## src/rtl/multi_ch_frame_serializer.sv

```systemverilog
// Multi-lane parallel-to-serial frame transmitter with a one-word
// holding buffer, configurable bit order, inter-frame gap and pause.
module multi_ch_frame_serializer #(
  parameter int DATA_WIDTH = 8,
  parameter int NUM_CH     = 4,
  parameter int LSB_FIRST  = 1,
  parameter int GAP_BITS   = 0
) (
  input  logic                         serclk,
  input  logic                         reset_n,
  input  logic                         enable,
  input  logic [NUM_CH*DATA_WIDTH-1:0] par_data_in,
  input  logic                         par_valid_in,
  output logic                         par_ready_out,
  output logic [NUM_CH-1:0]            s_out,
  output logic                         s_load_out,
  output logic                         s_busy_out
);

  localparam int BW = $clog2(DATA_WIDTH);
  localparam int GC = $clog2(GAP_BITS + 1);
  localparam int GW = (GC > 1) ? GC : 1;
  localparam logic [BW-1:0] LAST = BW'(DATA_WIDTH - 1);
  localparam logic [GW-1:0] GLAST =
    GW'((GAP_BITS == 0) ? 0 : GAP_BITS - 1);

  typedef enum logic [1:0] {
    IDLE,
    SHIFT,
    GAP
  } state_t;

  state_t                         state;
  logic [NUM_CH*DATA_WIDTH-1:0]   hold;
  logic                           buf_full;
  logic [DATA_WIDTH-1:0]          sh [NUM_CH];
  logic [BW-1:0]                  bit_cnt;
  logic [GW-1:0]                  gap_cnt;
  logic                           load;
  logic                           last_bit;
  logic                           gap_done;

  assign last_bit = (bit_cnt == LAST);
  assign gap_done = (gap_cnt == GLAST);

  // Back-to-back reload only skips the gap when there is no gap.
  always_comb begin
    load = 1'b0;
    if (enable && buf_full) begin
      unique case (state)
        IDLE:    load = 1'b1;
        GAP:     load = gap_done;
        SHIFT:   load = last_bit && (GAP_BITS == 0);
        default: load = 1'b0;
      endcase
    end
  end

  always_ff @(posedge serclk or negedge reset_n) begin
    if (!reset_n) begin
      state    <= IDLE;
      hold     <= '0;
      buf_full <= 1'b0;
      bit_cnt  <= '0;
      gap_cnt  <= '0;
      for (int c = 0; c < NUM_CH; c++) begin
        sh[c] <= '0;
      end
    end else begin
      if (par_valid_in && !buf_full) begin
        hold     <= par_data_in;
        buf_full <= 1'b1;
      end
      if (load) begin
        for (int c = 0; c < NUM_CH; c++) begin
          sh[c] <= hold[c*DATA_WIDTH +: DATA_WIDTH];
        end
        bit_cnt  <= '0;
        buf_full <= 1'b0;
        state    <= SHIFT;
      end else if (enable) begin
        unique case (state)
          SHIFT: begin
            if (last_bit) begin
              if (GAP_BITS > 0) begin
                state   <= GAP;
                gap_cnt <= '0;
              end else begin
                state <= IDLE;
              end
            end else begin
              bit_cnt <= bit_cnt + 1'b1;
              for (int c = 0; c < NUM_CH; c++) begin
                if (LSB_FIRST != 0) begin
                  sh[c] <= {1'b0, sh[c][DATA_WIDTH-1:1]};
                end else begin
                  sh[c] <= {sh[c][DATA_WIDTH-2:0], 1'b0};
                end
              end
            end
          end
          GAP: begin
            if (gap_done) begin
              state <= IDLE;
            end else begin
              gap_cnt <= gap_cnt + 1'b1;
            end
          end
          default: ;
        endcase
      end
    end
  end

  always_comb begin
    s_out = '0;
    if (state == SHIFT) begin
      for (int c = 0; c < NUM_CH; c++) begin
        if (LSB_FIRST != 0) begin
          s_out[c] = sh[c][0];
        end else begin
          s_out[c] = sh[c][DATA_WIDTH-1];
        end
      end
    end
  end

  assign s_load_out    = (state == SHIFT) && (bit_cnt == '0);
  assign s_busy_out    = (state != IDLE);
  assign par_ready_out = !buf_full;

endmodule

```

## config.mk

```make
export PLATFORM = sky130hd
export DESIGN_NAME = multi_ch_frame_serializer
export DESIGN_NICKNAME = d
export VERILOG_FILES = /design/src/rtl/multi_ch_frame_serializer.sv
export SDC_FILE = /design/constraint.sdc
export NUM_CORES = 1
export LEC_CHECK = 0
export ABC_AREA = 1
export BUFFER_PORTS_ARGS = -buffer_cell sky130_fd_sc_hd__buf_4
export CORE_MARGIN = 1
export CORE_UTILIZATION = 35
export CTS_BUF_LIST = sky130_fd_sc_hd__clkbuf_4
export DETAILED_ROUTE_END_ITERATION = 7
export HOLD_SLACK_MARGIN = 0.12
export PLACE_DENSITY = 0.53
export SYNTH_ARGS = -nofsm -noshare
export SYNTH_HDL_FRONTEND = slang
export SYNTH_SLANG_ARGS = --single-unit
```

## constraint.sdc

```tcl
create_clock -name serclk -period 1.52 [get_ports serclk]
set_input_delay 0.304 -clock serclk [delete_from_list [all_inputs] [get_ports serclk]]
set_output_delay 0.304 -clock serclk [all_outputs]
set_load 0.03 [all_outputs]
```

* Word-level counts from Yosys, hierarchy flattened
Cells that the tools add are included.
** Storage, ports and cells
- Output and inout port bits :: 7
- Input bits :: 36
- Register bits :: 71
** Operators by class
- Multiplexer cells :: 19
- $add $sub $neg :: 2
- Reduce and logical (&&, ||, !) cells :: 14
- Eq/ne operators :: 6
- Bitwise operators :: 2
** Operators with widths (number)
- $mux 32 :: 4
- $mux 3 :: 4
- $mux 2 :: 4
- $reduce_bool 2->1 :: 4
- $ne 3x3->1 const B :: 2
- $reduce_and 3->1 :: 2
- $mux 1 :: 4
- $mux 4 :: 1
- $pmux 2 s2 :: 1
- $reduce_and 4->1 :: 1
- $add 3x1->3 const B :: 1
- $eq 3x3->1 const B :: 1
- $logic_and 1x1->1 :: 3
- $logic_not 3->1 :: 1
- $pmux 1 s3 :: 1
- $reduce_bool 3->1 :: 1
- $eq 2x1->1 const B :: 1
- $eq 2x2->1 const B :: 1
- $logic_not 2->1 :: 1
- $ne 2x2->1 const B :: 1
- $not 1->1 :: 2
- $add 1x1->1 const B :: 1
- $logic_not 1->1 :: 1

* Depth between registers and ports, before layout
Gate-level depths: netlist (run 1).
- Word-level depth :: 5
- Gate-level depth with buffers :: 9

* Worst setup path after synthesis (run 1)
OpenSTA, ideal clock, no wires.
- Path kind :: reg-to-output
- Start point :: register state[0]
- End point :: output s_load_out
- Path buffers :: 1
- Stages on the path, launching flop included :: 4
- Setup slack :: 0.065 ns
- Data required time :: 1.216 ns
- Arrival time :: 1.151 ns
- Cell sequence :: dfrtp_1 -> buf_4 -> nand2_1 -> nor2_1
** Between the ends
- Longest elaborated chain between the ends :: 2
** RTL lines
- start: declaration :: line 33 : state_t state;
- start signal: assignment :: line 61 : state <= IDLE;
- start signal: assignment :: line 80 : state <= SHIFT;
- start signal: assignment :: line 86 : state <= GAP;
- $eq 2x1->1 :: line 128 : assign s_load_out = (state == SHIFT) && (bit_cnt == '0);
- $logic_and 1x1->1 :: line 128
- end: declaration :: line 16 : output logic s_load_out,
Every way passes these cells.

* Final worst setup path (run 1)
- Start point :: register bit_cnt[0]
- End point :: output s_load_out
** Between the ends
- Longest elaborated chain between the ends :: 2
** RTL lines
- start: declaration :: line 37 : logic [BW-1:0] bit_cnt;
- start signal: assignment :: line 92 : bit_cnt <= bit_cnt + 1'b1;
- $logic_not 3->1 :: line 128
- $logic_and 1x1->1 :: line 128
Every way passes these cells.

==> results of run 1 <==
metrics by stage:
step | cells | utilization, % | worst slack (ps) | hold slack [ps]
after global routing | 590 | 49.4 | -214 | 128
final | 590 | 49.4 | -119 | 137
after CTS | 586 | 47.9 | -146 | 120
after floorplan | 394 | - | 64.8 | 8.41
after global placement | 539 | 41.5 | 23.8 | 239
after detailed placement | 539 | 41.5 | -6.30 | 243
final cells by class:
type                       instances  share of cell area, %
multi-input combinational        235                   25.7
sequential                        69                   40.1
clock inverter                     7                   2.09
inverter                          72                   6.65
clock buffer                       9                   1.57
tap                              108                   3.14
timing repair buffer              90                   20.7
timing repair:
| item | 4_1_cts | 5_1_grt |
|---|---|---|
| buffers inserted | 5 | 0 |
| pin swaps | 3 | 8 |
| gates cloned | 1 | 2 |
| resized for setup | 25 | 21 |
| endpoints found under the hold margin | 68 | 2 |
| hold buffers | 25 | 2 |
| endpoints found under the setup margin | 19 | 43 |
registers in the layout, indices dropped and copies added, names as in the netlist:
name      flops
state         1
bit_cnt       3
hold         32
sh           32
buf_full      1
cells in the mapped netlist:
| cell type | instances | area, sq um |
|---|---|---|
| a21oi_1 | 31 | 155 |
| buf_2 | 8 | 40.0 |
| buf_4 | 2 | 15.0 |
| buf_6 | 6 | 67.6 |
| clkbuf_1 | 2 | 7.51 |
| clkinv_2 | 1 | 5.00 |
| dfrtp_1 | 69 | 1730 |
| ha_1 | 3 | 37.5 |
| inv_1 | 69 | 259 |
| inv_2 | 2 | 7.51 |
| nand2_1 | 122 | 458 |
| nand2_2 | 3 | 18.8 |
| nand2_4 | 1 | 11.3 |
| nand3_1 | 12 | 60.1 |
| nand3_2 | 1 | 10.0 |
| nor2_1 | 32 | 120 |
| o211ai_1 | 1 | 7.51 |
| o21ai_0 | 26 | 130 |
| o22ai_1 | 3 | 18.8 |
per-layer routing:
layer  vias to the layer above  global-route usage (%)  routed length (um)
met3                        13                    4.34                 208
met4                         0                    6.20                 135
met5                         -                       0                   0
met2                        34                    25.8                3280
li1                       1349                       -                   -
met1                      1204                    19.4                3270
worst max-delay path, stage by stage, from the launching register on:
cell and delay [ps]:
dfrtp_1 410, inv_2 90, ha_4 150, nand2_4 50, nor2_4 90, buf_6 130
worst paths after layout:
kind / slack, ps / to / from
setup / recovery: -120 / s_load_out / bit_cnt[0]$_DFFE_PN0P_
hold / removal: 140 / hold[29]$_DFFE_PN0P_ / par_data_in[29]
setup reg to reg: -70 / sh[2]$_DFFE_PN0P_ / bit_cnt[0]$_DFFE_PN0P_
hold reg to reg: 480 / sh[18]$_DFFE_PN0P_ / sh[18]$_DFFE_PN0P_
max in group asynchronous: 680 / sh[27]$_DFFE_PN0P_ / reset_n
min in group asynchronous: 330 / hold[1]$_DFFE_PN0P_ / reset_n
cell families (layout without fill, tap and decap cells):
logic type	Yosys count	in the layout
AOI/OAI and AO/OA	61	61
adders and majority gates	3	3
buffers and inverters	90	178
and+or+nand+nor	171	171
DFF	69	69
power groups by stage:
stage | Sequential, W | Clock [W] | Combinational (W)
after floorplan | 0.00276 | 0 | 0.00148
final | 0.00280 | 0.00131 | 0.00239
after global placement | 0.00281 | 0 | 0.00197
after detailed placement | 0.00282 | 0 | 0.00202
after CTS | 0.00279 | 0.00137 | 0.00230
after global routing | 0.00288 | 0.00146 | 0.00273
==> summary.txt, run 1 <==
Finish
  • Layout area overhead: 36.5%
  • Most frequent cells in the layout: nand2_1, dfrtp_1, inv_1, buf_4
  • Diode count: 0
  • Net count, final: 516
  • Register area: 0.00173 sq mm
  • Fillers: 829
  • Most common library cell in the layout ignoring fill and taps: nand2_1
  • Final Instance Area: 0.00431 sq mm
  • Multi-input gate area: 0.00111 sq mm
  • Layout cells sized above 1: 20.7%

GRT
  • GRT Residual Overflow: 0
  • Largest net degree at the start of global routing: 65
  • Initial antenna violation count: 0
  • Total GRT Usage: 15.7%
  • Vias in the first global route: 2511
  • First-pass GRT wire length: 11700 um

Clock tree
  • TritonCTS buffer count: 9
  • CTS HTree Levels: 3
  • CTS clk-pin slew, worst paths: 100 ps
  • Root Buffer: clkbuf_4
  • Clock Tree Buf Depth: 2
  • CTS tree: yes
  • Clk sink count: 69
  • Worst-Skew Late Latency: 420 ps

Power
  • Pwr Density: 1510 mW/mm^2
  • Internal: 0.00419 W
  • Clock network fraction of total power: 20.2%
  • Part of the power in registers: 43.1%
  • Design Power: 0.00650 W
  • Maximum vdd drop: 0.000810 V
  • Lkg Pwr: 2.40 nW
  • Combinational share of power: 36.7%
  • Switch Pwr: 0.00231 W
  • Sw Ratio: 35.5%

Synth
  • Synth Area in Compound Gates: 9.87%
  • Net count after synthesis: 433
  • Register area share after synthesis: 54.7%
  • Post-synthesis mux area share: 0%
  • FF+latch count, synth: 69
  • Adder-cell share of the synthesized area: 1.19%
  • Mapped Area: 0.00316 sq mm
  • Yosys cell types: 19
  • Syn_area_per_cell: 8.01 sq um
  • Post-synthesis simple-gate area fraction: 21.5%
  • Syn. warnings: 0
  • Synth Area in XOR/XNOR: 0%
  • Largest family of logic cells by synthesized area: simple AND/OR/NAND/NOR gates
  • Gate Count Post-Synth: 394

Drt
  • Drt wl/cell: 11.7 um
  • Via/cell ratio: 4.41
  • DR iter-0 viols: 86
  • DRT Pass-1 Iters: 4
  • WL final: 6890 um
  • Detail Route Antenna Nets: 0
  • Via count: 2600
  • # DRC: 0

Floorplanning
  • Rows: 34
  • Die area: 0.00940 sq mm
  • Die W: 97.0 um
  • Total core area: 0.00872 sq mm
  • Initial Utilization: 36.2%
  • Die Height: 97.0 um
  • Ports: 43

Placed design
  • RePlAce Congestion: 0.797
  • Post-DP Area: 0.00362 sq mm
  • Dpl hpwl: 4220 um
  • PortBufs: 42

Setup path
  • Crit end category: output pin
  • Worst Reg-to-Reg Cells: 9
  • Critical-path maximum fanout: 2
  • Req. time, crit path: 1220 ps
  • Kind of critical path: reg2out
  • Crit path arrival time: 1330 ps
  • CP startpoint kind: register

STA
  • Slew @ Worst Pin: 360 ps
  • TNS Setup: -1120 ps
  • Setup ws final: -119 ps
  • Skew final: 11.8 ps
  • Tcrit/Tclk final: 108%
  • Upper clock frequency limit: 610 MHz
  • Minimum clock period: 1640 ps
  • Final hold viol count: 0
  • Slew HR: 76.0%
  • Max Slew Vio Count: 0
  • Unrepaired setup endpoints after global routing: yes
  • Endpoints failing setup: 39

Worst hold path
  • HP Class: in2reg
  • WHS Path Cells: 3

Outcome
  • Failing checks: negative setup slack
  • Run status: finished with violations

Job
  • Max-cap violation count: 0
Power figures use the tool's default switching activity.
==> run 2, diff against run 1 <==
Settings changed: BUFFER_PORTS_ARGS -buffer_cell sky130_fd_sc_hd__buf_4 to unset, DONT_BUFFER_PORTS set to 1, PLACE_DENSITY 0.53 to 0.49.
==> run 2 against run 1 <==
The flow finishes with violations (negative hold slack, negative setup slack); critical path depth up 5; cell count fell by 4.9%; non-clock buffer count down 29; critical path type is now reg2reg; highest routed layer unchanged.
==> summary.txt, run 2 (synthesized netlist as in run 1, its figures left out) <==
Outcome
  • Run status: finished with violations
  • Failing checks: negative hold slack, negative setup slack

Drt
  • DR iter-0 viols: 77 (-10%)
  • Via/cell ratio: 4.42 (+0.40%)
  • # DRC: 0 (unchanged)
  • DRT Pass-1 Iters: 4 (unchanged)
  • Detail Route Antenna Nets: 0 (unchanged)
  • Drt wl/cell: 12.2 um (+4.5%)
  • WL final: 6850 um (-0.64%)
  • Via count: 2482 (-4.5%)

Worst hold path
  • HP Class: in2async

Finish
  • Most frequent cells in the layout: nand2_1, dfrtp_1, inv_1, dlygate4sd3_1
  • Biggest regs: hold (32), sh (32), bit_cnt (3)
  • Layout area overhead: 29.3%
  • Fillers: 861 (+3.9%)
  • Net count, final: 487 (-5.6%)
  • Layout cells sized above 1: 14.6% (-6.1 points)
  • Most common library cell in the layout ignoring fill and taps: nand2_1

STA
  • Endpoints failing setup: 36 (-7.7%)
  • Hold_ws: -424 ps (-561 ps)
  • Slew HR: 83.1% (+7.1 points)
  • Max Slew Vio Count: 0 (unchanged)
  • Upper clock frequency limit: 612 MHz (+0.22%)
  • Slew @ Worst Pin: 253 ps (-107 ps)
  • Unrepaired setup endpoints after global routing: yes
  • Setup ws final: -115 ps (+3.67 ps)
  • Minimum clock period: 1630 ps (-3.67 ps)
  • Final hold viol count: 69 (+69)
  • Tcrit/Tclk final: 108% (-0.24 points)
  • Skew final: 14.5 ps (+2.74 ps)

Floorplanning
  • Die Height: 97.0 um (unchanged)
  • Initial Utilization: 36.2% (unchanged)
  • Ports: 43 (unchanged)
  • Die area: 0.00940 sq mm (unchanged)
  • Die W: 97.0 um (unchanged)
  • Total core area: 0.00872 sq mm (unchanged)
  • Rows: 34 (unchanged)

Placed design
  • Worst slack, placed: -17.3 ps (-11.0 ps)
  • PortBufs: 0 (-100%)
  • RePlAce Congestion: 0.716 (-10%)
  • Dpl hpwl: 4050 um (-4.0%)

Clock tree
  • TritonCTS buffer count: 9 (unchanged)
  • Clk sink count: 69 (unchanged)
  • CTS HTree Levels: 3 (unchanged)
  • Worst-Skew Late Latency: 410 ps (about the same)
  • CTS clk-pin slew, worst paths: 110 ps (about the same)
  • Hold buffer count at CTS: 34 (+36%)
  • Clock Tree Buf Depth: 2 (unchanged)
  • CTS tree: yes
  • Root Buffer: clkbuf_4

Setup path
  • Critical-path maximum fanout: 30 (+28)
  • Reg-to-Reg Start: bit_cnt[1]$_DFFE_PN0P_
  • Req. time, crit path: 1820 ps (+600 ps)
  • CP startpoint kind: register
  • Worst Reg-to-Reg Cells: 10 (+1)
  • FF-to-FF End: sh[19]$_DFFE_PN0P_
  • Kind of critical path: reg2reg
  • Crit end category: register
  • Crit path arrival time: 1930 ps (+600 ps)
  • R2R Setup Slk: -110 ps (-40 ps)

Power
  • Lkg Pwr: 2.26 nW (-6.2%)
  • Maximum vdd drop: 0.000592 V (-27%)
  • Pwr Density: 1490 mW/mm^2 (-1.4%)

GRT
  • Total GRT Usage: 16.0% (+0.32 points)
  • First-pass GRT wire length: 11800 um (+1.2%)
  • Vias in the first global route: 2513 (+0.080%)
  • GRT Residual Overflow: 0 (unchanged)
  • Initial antenna violation count: 1 (+1)
  • Largest net degree at the start of global routing: 70 (+7.7%)

Job
  • Max-cap violation count: 0 (unchanged)
==> run 2: cell types whose count changed in the layout (fill, tap and decap cells not counted), sizes merged <==
cell | previous run | this run
diode | 0 | 1
buf | 61 | 25
clkbuf | 11 | 13
clkinvlp | 1 | 0
dlygate4sd3 | 27 | 34
bufinv | 2 | 0
==> run 2: final cells by class <==
| cell class | count | area, sq um | area share (%) |
|---|---|---|---|
| tap | 108 | 135 | 3.31 |
| inverter | 72 | 287 | 7.02 |
| timing repair buffer | 61 | 728 | 17.8 |
| sequential | 69 | 1730 | 42.3 |
| antenna | 1 | 2.50 | 0.0613 |
| clock buffer | 11 | 82.6 | 2.02 |
| clock inverter | 4 | 16.3 | 0.399 |
| multi-input combinational | 235 | 1100 | 27.0 |
==> run 2: report_power, final <==
group	internal, W	switching (W)
Sequential	0.00253	0.000277
Clock	0.000347	0.000614
Combinational	0.000978	0.00133
==> run 2: stage by stage <==
stage / TNS [ps] / utilization, % / area [sq um] / total power (W) / std cells
after global routing: -6150 / 46.8 / 4080 / 0.00663 / 561
final: -2690 / 46.8 / 4080 / 0.00607 / 561
after floorplan: 0 / - / 3160 / 0.00424 / 394
after global placement: 0 / 37.8 / 3300 / 0.00464 / 499
after detailed placement: -108 / 37.8 / 3300 / 0.00470 / 499
after CTS: -2930 / 45.6 / 3970 / 0.00605 / 558
==> run 2: worst max-delay path by stage <==
stage / slack, ps / depth (start not counted) / startpoint / endpoint
after floorplan: 60 / 3 / state[0]$_DFFE_PN0P_ / s_load_out
after global placement: 30 / 8 / bit_cnt[0]$_DFFE_PN0P_ / sh[26]$_DFFE_PN0P_
after detailed placement: -20 / 8 / bit_cnt[1]$_DFFE_PN0P_ / sh[18]$_DFFE_PN0P_
after CTS: -140 / 5 / bit_cnt[0]$_DFFE_PN0P_ / s_load_out
after global routing: -190 / 10 / bit_cnt[1]$_DFFE_PN0P_ / sh[2]$_DFFE_PN0P_
final: -110 / 10 / bit_cnt[1]$_DFFE_PN0P_ / sh[19]$_DFFE_PN0P_
==> run 2: critical path: stages (launching register included) <==
cell and delay, ps:
dfrtp_1 410, buf_6 130, ha_2 150, ha_2 180
inv_4 70, nand3_4 120, nand2_4 140, buf_12 120
inv_12 60, nand2_1 70, nand2_1 60
==> run 2: what timing repair did <==
item,4_1_cts,5_1_grt
resized for setup,26,17
buffers inserted,8,0
hold endpoints to repair,102,69
gates cloned,2,2
pin swaps,3,3
endpoints found under the setup margin,36,41
==> run 2: layer usage <==
layer  part of all wire (%)  vias to the layer above  GRT usage [%]
met5                      0                        -              0
met4                    2.3                        0           8.27
met3                    2.2                       10           2.82
met2                     47                       28           25.5
met1                     48                     1146           20.9
li1                       -                     1298              -
